File: config.mk
export PLATFORM = sky130hd
export DESIGN_NAME = seq_multiplier
export DESIGN_NICKNAME = d
export VERILOG_FILES = /design/src/rtl/seq_multiplier.sv
export SDC_FILE = /design/constraint.sdc
export NUM_CORES = 1
export LEC_CHECK = 0
export ABC_AREA = 1
export BUFFER_PORTS_ARGS = -buffer_cell sky130_fd_sc_hd__buf_4
export CORE_AREA = 2 2 251 228
export CTS_CLUSTER_DIAMETER = 50
export DETAILED_ROUTE_END_ITERATION = 10
export DIE_AREA = 0 0 253 230
export GPL_TIMING_DRIVEN = 1
export PLACE_DENSITY = 0.64
export RECOVER_POWER = 50
export SYNTH_ARGS = -nofsm -noshare
export SYNTH_HDL_FRONTEND = slang
export SYNTH_SLANG_ARGS = --single-unit
File: constraint.sdc
create_clock -name clk -period 2.6 [get_ports clk]
set_input_delay 0.52 -clock clk [delete_from_list [all_inputs] [get_ports clk]]
set_output_delay 0.52 -clock clk [all_outputs]
set_load 0.05 [all_outputs]
File: src/rtl/seq_multiplier.sv
// Sequential shift-add multiplier (MULT/MULTU) with start/busy/done handshake.
// Define MUL_EARLY_TERM_EN to leave RUN as soon as the remaining multiplier is zero.
module seq_multiplier #(
    parameter int WIDTH = 32
) (
    input  logic                 clk,
    input  logic                 reset,
    input  logic                 start,
    input  logic [5:0]           op,
    input  logic [WIDTH-1:0]     dataA,
    input  logic [WIDTH-1:0]     dataB,
    output logic                 busy,
    output logic                 done,
    output logic [2*WIDTH-1:0]   dataOut,
    output logic [WIDTH-1:0]     hi,
    output logic [WIDTH-1:0]     lo
);

    localparam logic [5:0] OP_MULT  = 6'd24;
    localparam logic [5:0] OP_MULTU = 6'd25;
    localparam int         CW       = $clog2(WIDTH + 1);

    typedef enum logic [1:0] {
        S_IDLE,
        S_RUN,
        S_FIX
    } state_t;

    state_t               r_state;
    state_t               w_next;
    logic [2*WIDTH-1:0]   r_mcand;
    logic [2*WIDTH-1:0]   r_prod;
    logic [2*WIDTH-1:0]   r_out;
    logic [WIDTH-1:0]     r_mplr;
    logic [CW-1:0]        r_cnt;
    logic                 r_neg;
    logic                 r_busy;
    logic                 r_done;

    logic                 w_accept;
    logic                 w_signed;
    logic [WIDTH-1:0]     w_mag_a;
    logic [WIDTH-1:0]     w_mag_b;
    logic [WIDTH-1:0]     w_mplr_sh;
    logic [2*WIDTH-1:0]   w_prod_nx;
    logic                 w_last;

    assign w_accept  = (r_state == S_IDLE) && start &&
                       ((op == OP_MULT) || (op == OP_MULTU));
    assign w_signed  = (op == OP_MULT);
    // Magnitude of the most-negative value wraps to 2^(WIDTH-1), which is correct unsigned
    assign w_mag_a   = (w_signed && dataA[WIDTH-1]) ? -dataA : dataA;
    assign w_mag_b   = (w_signed && dataB[WIDTH-1]) ? -dataB : dataB;
    assign w_mplr_sh = r_mplr >> 1;
    assign w_prod_nx = r_mplr[0] ? (r_prod + r_mcand) : r_prod;

`ifdef MUL_EARLY_TERM_EN
    assign w_last = (r_cnt == CW'(1)) || (w_mplr_sh == '0);
`else
    assign w_last = (r_cnt == CW'(1));
`endif

    always_ff @(posedge clk or negedge reset) begin
        if (!reset) begin
            r_state <= S_IDLE;
        end else begin
            r_state <= w_next;
        end
    end

    always_comb begin
        w_next = r_state;
        unique case (r_state)
            S_IDLE:  if (w_accept) w_next = S_RUN;
            S_RUN:   if (w_last) w_next = S_FIX;
            S_FIX:   w_next = S_IDLE;
            default: w_next = S_IDLE;
        endcase
    end

    always_ff @(posedge clk or negedge reset) begin
        if (!reset) begin
            r_mcand <= '0;
            r_prod  <= '0;
            r_out   <= '0;
            r_mplr  <= '0;
            r_cnt   <= '0;
            r_neg   <= 1'b0;
            r_busy  <= 1'b0;
            r_done  <= 1'b0;
        end else begin
            r_done <= 1'b0;
            unique case (r_state)
                S_IDLE: begin
                    if (w_accept) begin
                        r_mcand <= {{WIDTH{1'b0}}, w_mag_a};
                        r_mplr  <= w_mag_b;
                        r_prod  <= '0;
                        r_cnt   <= CW'(WIDTH);
                        r_neg   <= w_signed & (dataA[WIDTH-1] ^ dataB[WIDTH-1]);
                        r_busy  <= 1'b1;
                    end
                end
                S_RUN: begin
                    r_prod  <= w_prod_nx;
                    r_mcand <= r_mcand << 1;
                    r_mplr  <= w_mplr_sh;
                    r_cnt   <= r_cnt - CW'(1);
                end
                S_FIX: begin
                    r_out  <= r_neg ? (~r_prod + 1'b1) : r_prod;
                    r_done <= 1'b1;
                    r_busy <= 1'b0;
                end
                default: ;
            endcase
        end
    end

    assign busy    = r_busy;
    assign done    = r_done;
    assign dataOut = r_out;
    assign hi      = r_out[2*WIDTH-1:WIDTH];
    assign lo      = r_out[WIDTH-1:0];

endmodule

==> results.md, run 1 <==
- Crit Path Category: reg2reg
- Int Pwr: 6888 uW
- # port buffers: 202
- Final Skew: 0.01346 ns
- Area share of the largest cell type after synthesis: 30.45%
- Main synth FF type: dfrtp_1
- Root buffer cell: clkbuf_16
- Clk pwr share: 56.1%
- CORE AREA: 55400 um^2
- Met3 Use GR: 3.747%
- Met1 Usage GRT: 30.93%
- Worst Setup Start Kind: flip-flop
- DR DRC count: 0
- Fin. max-slew vios: 51
- Post-route cell area: 22430 um^2
- Aggregate global routing overflow: 0
- Failing checks: capacitance limit, slew limit
- Post-detail-place hpwl: 50.87 mm
- Die Y: 230 um
- Syn nets: 3289
- Net switching power: 2191 uW
- Reg2Reg Setup Slack: 0.17 ns
- Sequential Area: 5882 um^2
- Die Area: 58190 um^2
- Vias per cell: 4.878
- Pwr dens: 404.9 nW/um^2
- I/O pins: 203
- Distinct cell type count after synthesis: 46
- Crit Path Max Fanout: 5
- Via count: 19770
- Commonest non-fill, non-tap cells in the layout: nand2_1 (1111), inv_1 (536), nor2_1 (301), dfrtp_1 (234), nand3_1 (232)
- Clock period minus worst slack: 2.433 ns
- Hold path cells: 3
- Area leader, netlist: dfrtp_1
- Switching Share: 24.13%
- WL/cell: 15.67 um
- Worst hold path type: in2reg
- Critical path arrival: 2.88 ns
- Cells after synthesis: 3147
- Initial antenna violation count: 0
- Clock Sinks: 235
- Drt first pass iters: 5
- Layout cells sized above 1: 9.107%
- Die Width: 253 um
- RR Endpoint: r_prod[43]$_DFFE_PN0P_
- Post-route ant nets: 0
- Async set-reset flop share out of synthesis: 100.0%
- Reg2Reg Depth: 14
- Met2 Use GR: 34.54%
- Seq/Total Area, Yosys: 30.45%
- Actual slew at the worst max-slew pin: 1.658 ns
- Total Wirelength: 63.52 mm
- Clk_lat worst skew: 0.55 ns
- Fillers: 6001
- Pin count of the biggest net entering global routing: 54
- Largest cells by area after synthesis: dfrtp_1 (30%), nand2_1 (22%), inv_1 (10%)
- Comb pwr share: 3.6%
- Post-synth EDFFs: 0
- P&R area growth vs syn: 16.13%
- Number of H-tree levels: 2
- Routability cong.: 0.9802
- # rows: 82
- Max VDD drop: 0.3346 mV
- Warnings from Yosys: 0
- Number of synthesized register bits: 235
- Final hold vios: 0
- Unrepaired setup endpoints after global routing: no
- Hold_sp: dataB[27]
- Static leakage: 0.01186 uW
- TritonCTS clock tree: built
- Cell area after placement: 21400 um^2
- Vias in the first global route: 18680
- Post-CTS setup buffer count: 0
- Hold EP: r_mplr[27]$_DFFE_PN0P_
- Status: finished, violations left
- Synth Area per Inst: 6.136 um^2
- TNS Setup: 0 ns
- GRT Max-Usage Layer: met2
- Hold Worst Slack: 0.2388 ns
- Max-cap violations: 1
- Setup violations, final: 0
- Sequential Power Share: 40.3%
- Data required, critical path: 3.04 ns
- Global-route wire length before repair: 101.4 mm
- Clock-pin slew on the worst setup and hold paths: 0.06 ns
- Max Fclk: 411.0 MHz
- Period Utilization, post-route: 93.57%
- Initial drt markers: 1491
- Initial Util: 34.86%
- Critical Path Sink Type: flip-flop
- CTS Buf Count: 37
- Commonest non-fill, non-tap cell in the layout: nand2_1
- Bufs on Longest Clock Path: 3
- GR Util All Layers: 21.98%
- Area of the multi-input gates: 10560 um^2
- Max_slew headroom: -10.53%
- Worst r2r src: r_prod[6]$_DFFE_PN0P_
- Layout Nets: 3451
- Post-synth design cell area: 19310 um^2
logic make-up (layout without fill, tap and decap cells):
group	after synthesis	after routing	share of synthesized area, %
buf+inv	678	869	14.89
compound gates	358	358	10.57
other cells	0	1	0
flops	235	235	30.45
xor+xnor	51	51	2.313
simple gates	1756	1756	37.27
fa+ha+maj	69	69	4.510
synthesized netlist by cell type, types with 2 or more instances:
library cell     n
o21bai_1        25
clkinv_1         4
a22o_1           2
nor4_1           5
a21oi_1         91
nand4_1         36
nand3_2          3
nor3_2           2
o31ai_1          4
o221ai_1         6
ha_1            68
o21ai_2          4
nand3_1        232
o22ai_1         56
or2_2            8
clkbuf_1        32
o21ai_1         23
inv_2            6
nand2_1       1111
dfrtp_1        235
o21ai_0        122
nor2_1         301
inv_1          535
o211ai_1        11
nand2_2          2
buf_6            6
a31oi_1         10
or3_1            2
xnor2_1          4
buf_4           69
buf_1            5
nor2_4           4
xor2_1          47
nand3b_1         8
buf_2           20
nor3_1          27
and2_1           5
nor2_2           8
registers in the layout, indices dropped and copies added, names as in the netlist:
| register | flops |
|---|---|
| dataOut | 64 |
| r_mcand | 64 |
| r_prod | 64 |
| r_mplr | 32 |
| r_cnt | 6 |
| r_state | 2 |
| busy | 1 |
| done | 1 |
| r_neg | 1 |
power groups by stage:
stage | sequential, uW | combinational, uW | clock (uW)
2_1_floorplan | 3730 | 97.5 | 0
3_3_place_gp | 3720 | 336 | 0
3_5_place_dp | 3720 | 337 | 0
4_1_cts | 3660 | 339 | 5170
5_1_grt | 3660 | 374 | 5340
6_report | 3660 | 329 | 5090
how the worst max path moves through the flow:
stage / startpoint / cells after the start / slack, ns / to
final: r_prod[6]$_DFFE_PN0P_ / 14 / 0.17 / r_prod[43]$_DFFE_PN0P_
after global routing: r_prod[7]$_DFFE_PN0P_ / 12 / 0.007 / r_prod[57]$_DFFE_PN0P_
after CTS: r_prod[6]$_DFFE_PN0P_ / 14 / 0.22 / r_prod[43]$_DFFE_PN0P_
after detailed placement: r_prod[6]$_DFFE_PN0P_ / 14 / 0.24 / r_prod[43]$_DFFE_PN0P_
after global placement: r_prod[15]$_DFFE_PN0P_ / 12 / 0.27 / r_prod[53]$_DFFE_PN0P_
after floorplan: r_mcand[0]$_DFFE_PN0P_ / 15 / 0.76 / r_prod[62]$_DFFE_PN0P_
what timing repair did:
action,CTS,global route
hold endpoints to repair,46,0
resized for setup,0,0
hold buffers,1,0
critical path, cell delays in order (launching register included):
cell     delay [ns]
dfrtp_1        0.41
ha_1           0.40
nand2_1        0.13
nor2_1         0.18
nand3_1        0.09
nand2_1        0.19
nand2_1        0.08
nand2_1        0.10
nand2_1        0.06
nand2_1        0.24
nand2_1        0.18
nand2_1        0.09
nand2_1        0.05
nand3_1        0.06
nand2_1        0.05
through the flow:
step	setup slack, ns	utilization [%]	cells	total power, uW
after floorplan	0.7646	-	3147	3823
after global placement	0.2725	38.63	3983	4060
after detailed placement	0.2445	38.63	3983	4061
after CTS	0.2236	40.93	4052	9172
after global routing	0.007169	40.47	4052	9376
final	0.1671	40.48	4053	9079
metal layers:
layer	vias to the layer above	share of wire, %
li1	10120	-
met1	8895	47
met2	658	43
met3	101	7.0
met4	0	2.8
met5	-	0
final cells by class:
type	instances	area share [%]
diodes	1	0.01116
clock buffers	46	4.648
clock inverters	22	0.9931
inverters	546	9.145
multi-input cells	2234	47.07
flip-flops and latches	235	26.23
well taps	714	3.984
repair buffers	255	7.923
(Power assumes the default switching activity.)
==> run 2: changes to the inputs <==
clock period = 2.5 ns   (was 2.6 ns; I/O delays follow)
==> run 2 against run 1 <==
Global-route usage up 0.23 points. Worst setup slack improved by 0.0046 ns. Non-clock buffer count increased by 15. Via count is 0.71% higher. First-iteration DRC count rose by 3.6%. The run now ends clean. Hold slack lost 0.030 ns. Critical path type unchanged. Fmax is 4.5% higher.
==> results.md, run 2 (synthesis gave the netlist of run 1 again) <==
- Clock period minus worst slack: 2.328 ns
- Number of H-tree levels: 2
- Clock Sinks: 235
- Critical path arrival: 2.77 ns
- Routability cong.: 0.9867
- Period Utilization, post-route: 93.13%
- Actual slew at the worst max-slew pin: 1.394 ns
- Data required, critical path: 2.94 ns
- Via count: 19910
- Drt first pass iters: 6
- Worst Setup Start Kind: flip-flop
- Aggregate global routing overflow: 0
- Bufs on Longest Clock Path: 3
- CORE AREA: 55400 um^2
- I/O pins: 203
- Initial antenna violation count: 0
- Clock-pin slew on the worst setup and hold paths: 0.06 ns
- Worst hold path type: in2reg
- Die Y: 230 um
- Static leakage: 0.01199 uW
- Post-route ant nets: 0
- Worst r2r src: r_mcand[0]$_DFFE_PN0P_
- Layout cells sized above 1: 10.13%
- Max-cap violations: 0
- Clk_lat worst skew: 0.58 ns
- Critical Path Sink Type: flip-flop
- Sequential Area: 5882 um^2
- Die Width: 253 um
- Pwr dens: 427.7 nW/um^2
- Commonest non-fill, non-tap cell in the layout: nand2_1
- Area of the multi-input gates: 10620 um^2
- Root buffer cell: clkbuf_16
- TritonCTS clock tree: built
- Vias in the first global route: 18780
- Status: completed
- Commonest non-fill, non-tap cells in the layout: nand2_1 (1109), inv_1 (536), nor2_1 (296), dfrtp_1 (234), nand3_1 (230)
- Placed insts: 3998
- Max VDD drop: 0.3670 mV
- Unrepaired setup endpoints after global routing: no
- Total Wirelength: 64.38 mm
- Inserted Diodes: 0
- # rows: 82
- Layout Nets: 3468
- # port buffers: 202
- Final hold vios: 0
- Initial Util: 34.86%
- Final Skew: 0.02715 ns
- Max Fclk: 429.5 MHz
- Final Non-Filler Cells: 4071
- Die Area: 58190 um^2
- Vias per cell: 4.891
- Post-detail-place hpwl: 51.39 mm
- Max_slew headroom: 7.039%
- Fillers: 6034
- Initial drt markers: 1545
- Crit Path Max Fanout: 4
- Critical path startpoint: r_mcand[0]$_DFFE_PN0P_
- Fin util: 40.89%
- Fin. max-slew vios: 0
- Crit Path Category: reg2reg
- DR DRC count: 0
- Pin count of the biggest net entering global routing: 80
- Global-route wire length before repair: 102.2 mm
- Post-CTS setup buffer count: 0
- P&R area growth vs syn: 17.31%
- WL/cell: 15.81 um
- CTS Buf Count: 39
- Hold_sp: dataA[18]
- GR Util All Layers: 22.21%
- Setup violations, final: 0
- TNS Setup: 0 ns
-- run 2: cell count changes in the layout (fill, tap and decap cells not counted), moves of 3 or more --
cell | previous run | this run
clkinv_4 | 7 | 4
clkinv_2 | 5 | 10
ha_1 | 68 | 65
nor2_1 | 301 | 296
buf_4 | 184 | 204
nor2_2 | 7 | 11
clkbuf_1 | 59 | 56
-- run 2: routing by layer --
layer  routed length, um  global-route usage [%]  up-vias
li1                    -                       -    10150
met1               30210                   31.30     9042
met2               27910                   34.82      629
met3                4640                   3.781       92
met4                1617                   6.342        0
met5                   0                       0        -
-- run 2: path summary, 6_finish.rpt --
path / depth (start not counted) / slack, ns / to
setup / recovery: 11 / 0.17 / r_prod[26]$_DFFE_PN0P_
hold / removal: 3 / 0.21 / r_mcand[18]$_DFFE_PN0P_
setup reg to reg: 11 / 0.17 / r_prod[26]$_DFFE_PN0P_
hold reg to reg: 2 / 0.49 / r_mplr[31]$_DFFE_PN0P_
max in group asynchronous: 3 / 0.32 / dataOut[14]$_DFFE_PN0P_
min in group asynchronous: 2 / 0.79 / r_prod[43]$_DFFE_PN0P_
-- run 2: power breakdown --
| group | internal, uW | switching (uW) |
|---|---|---|
| sequential | 3810 | 0 |
| combinational | 128 | 212 |
| clock | 3370 | 2170 |
-- run 2: layout make-up --
cell class | instances | area share (%)
Inverter | 546 | 9.053
Multi-Input combinational cell | 2234 | 46.89
Clock buffer | 46 | 4.789
Tap cell | 714 | 3.944
Timing Repair Buffer | 270 | 8.268
Sequential cell | 235 | 25.97
Clock inverter | 26 | 1.094
-- run 2: worst max-delay path: stages, from the launching register on --
cell,delay [ns]
dfrtp_1,0.35
ha_1,0.23
inv_1,0.07
fa_1,0.38
inv_1,0.12
nand3_1,0.10
nand3_1,0.20
nand3_1,0.10
nand2_1,0.23
a21oi_1,0.10
o21ai_0,0.15
o21ai_0,0.15
-- run 2: stage by stage --
stage / power (uW) / hold slack (ns) / area (um^2) / setup slack (ns)
4_1_cts: 9809 / 0.1845 / 22840 / 0.1748
3_5_place_dp: 4224 / 0.4380 / 21500 / 0.2108
3_3_place_gp: 4222 / 0.4373 / 21500 / 0.1963
5_1_grt: 10000 / 0.2233 / 22650 / 0.001803
6_report: 9690 / 0.2087 / 22650 / 0.1716
2_1_floorplan: 3976 / 0.2044 / 19310 / 0.6646
-- run 2: what timing repair did --
action	CTS	global route
gates resized for setup	0	13
hold buffers	1	0
endpoints found under the hold margin	37	0
setup endpoints to repair	0	9
==> run 3: changes to the inputs <==
CORE_AREA = 5 5 254 231   (was 2 2 251 228)
DIE_AREA = 0 0 259 236   (was 0 0 253 230)
==> run 3 against run 2 <==
Worst setup slack got worse by 0.086 ns. Clock-buffer cell count rose by 10. Clock skew barely moved. Combinational power fell by 1%. Non-clock buffer count fell by 7. Wire length rose by 1.1%. Fmax fell by 3.6%. Flip-flop and latch count did not move. Sequential share of layout area fell by 0.053 points. Critical path type unchanged. Largest cell class unchanged. Highest routed layer unchanged.
==> results.md, run 3 (synthesis gave the netlist of run 1 again) <==
- Status: completed
- Setup violations, final: 0
- Max_slew headroom: 21.45%
- Hold Worst Slack: 0.2330 ns
- Max Fclk: 414.2 MHz
- P&R area growth vs syn: 17.55%
- Bufs on Longest Clock Path: 3
- Vias in the first global route: 18680
- Layout cells sized above 1: 9.815%
- Final Power: 9899 uW
- Max VDD drop: 0.3377 mV
- Clock-pin slew on the worst setup and hold paths: 0.06 ns
- Initial drt markers: 1414
- Data required, critical path: 2.92 ns
- # port buffers: 202
- Worst path bufs/invs: 1
- I/O pins: 203
- Routability cong.: 0.9664
- Number of H-tree levels: 2
- Clock period minus worst slack: 2.414 ns
- Post-detail-place hpwl: 51.46 mm
- Clock Sinks: 235
- Pin count of the biggest net entering global routing: 87
- Initial Util: 34.79%
- Die Width: 259 um
- WL/cell: 15.84 um
- Crit Path Max Fanout: 4
- CP peak stage delay: 0.42 ns
- Commonest non-fill, non-tap cells in the layout: nand2_1 (1108), inv_1 (536), nor2_1 (296), dfrtp_1 (234), nand3_1 (232)
- Initial antenna violation count: 0
- Worst Setup Start Kind: flip-flop
- Fin. max-slew vios: 0
- Static leakage: 0.01195 uW
- Via count: 19960
- Final Skew: 0.02701 ns
- CORE AREA: 55510 um^2
- CP max stage cell: dfrtp_1
- Period Utilization, post-route: 96.57%
- GR Util All Layers: 20.66%
- Placed insts: 4033
- Vias per cell: 4.858
- Inserted Diodes: 0
- Final Non-Filler Cells: 4108
- Final hold vios: 0
- # rows: 82
- Critical Path Sink Type: flip-flop
- Crit Path Category: reg2reg
- DR DRC count: 0
- Post-route ant nets: 0
- Commonest non-fill, non-tap cell in the layout: nand2_1
- Layout Nets: 3462
- Crit-path cells: ha_1 > buf_4 > nand2_1 > nor2_1 > nand3_1 > nand3_1 > nand3_1 > nand2_1 > a21oi_1 > o21ai_1 > o21ai_0
- Clk_lat worst skew: 0.56 ns
- Root buffer cell: clkbuf_16
- Worst path top cell family by delay: simple AND/OR/NAND/NOR gates
- Pwr dens: 436.1 nW/um^2
- Aggregate global routing overflow: 0
- CP dominant cell by count: nand3_1
- Die Y: 236 um
- Actual slew at the worst max-slew pin: 1.178 ns
- Post-CTS setup buffer count: 0
- Max-cap violations: 0
- Die Area: 61120 um^2
- Critical path arrival: 2.83 ns
- Total Wirelength: 65.06 mm
- Global-route wire length before repair: 102.1 mm
- Unrepaired setup endpoints after global routing: no
- CTS Buf Count: 40
- Worst hold path type: in2reg
- TritonCTS clock tree: built
- Drt first pass iters: 6
## run 3: changes by cell type in the layout (fill, tap and decap cells not counted), sizes merged
cell      before  now
clkbuf       106  113
clkinvlp       4    3
inv          548  549
bufinv         2    3
clkinv        18    9
buf          209  205
## run 3: metrics by stage
stage	TNS [ns]	instance area, um^2	setup WS (ns)	utilization [%]
2_1_floorplan	0	19310	0.6646	-
3_5_place_dp	0	21510	0.09522	38.76
6_report	0	22700	0.08566	40.90
4_1_cts	0	22930	0.06087	41.31
3_3_place_gp	-0.06955	21510	-0.06955	38.76
5_1_grt	0	22700	0.005091	40.90
## run 3: layer usage
layer  share of wire, %  track usage [%]
met1                 46            29.50
met2                 43            32.28
met3                8.1            3.165
met4                3.2            6.422
met5                  0                0
## run 3: what timing repair did
| item | 4_1_cts | 5_1_grt |
|---|---|---|
| endpoints found under the hold margin | 11 | 0 |
| gates resized for setup | 0 | 15 |
| hold buffers | 1 | 0 |
| setup endpoints to repair | 0 | 13 |
## run 3: report_power, final
group / switching (uW) / total (uW) / internal, uW / leakage [uW]
clock network: 2100 / 5750 / 3660 / 0.000684
registers: 0 / 3810 / 3810 / 0.00302
logic: 211 / 336 / 125 / 0.00824
total: 2310 / 9900 / 7590 / 0.0119
## run 3: worst register-to-register path: stages, from the launching register on
cell	delay, ns
dfrtp_1	0.42
ha_1	0.35
buf_4	0.13
nand2_1	0.07
nor2_1	0.24
nand3_1	0.12
nand3_1	0.21
nand3_1	0.11
nand2_1	0.21
a21oi_1	0.10
o21ai_1	0.20
o21ai_0	0.13
## run 3: final timing paths
path                                        startpoint                      end  slack, ns  depth (start not counted)
max in group asynchronous                        reset  dataOut[24]$_DFFE_PN0P_       0.49                          3
min in group asynchronous                        reset   r_prod[49]$_DFFE_PN0P_       0.68                          2
worst max register to register  r_mcand[8]$_DFFE_PN0P_   r_prod[26]$_DFFE_PN0P_       0.09                         11
worst max-delay path            r_mcand[8]$_DFFE_PN0P_   r_prod[26]$_DFFE_PN0P_       0.09                         11
worst min register to register  r_mplr[26]$_DFFE_PN0P_   r_mplr[25]$_DFFE_PN0P_       0.49                          2
worst min-delay path                         dataA[25]  r_mcand[25]$_DFFE_PN0P_       0.23                          3
## run 3: final cells by class
type,count,area [um^2]
fill,6115,32810
multi-input combinational,2234,10590
sequential,235,5882
inverter,546,2051
timing repair buffer,263,1826
clock buffer,56,1184
tap,756,945.9
clock inverter,18,221.5
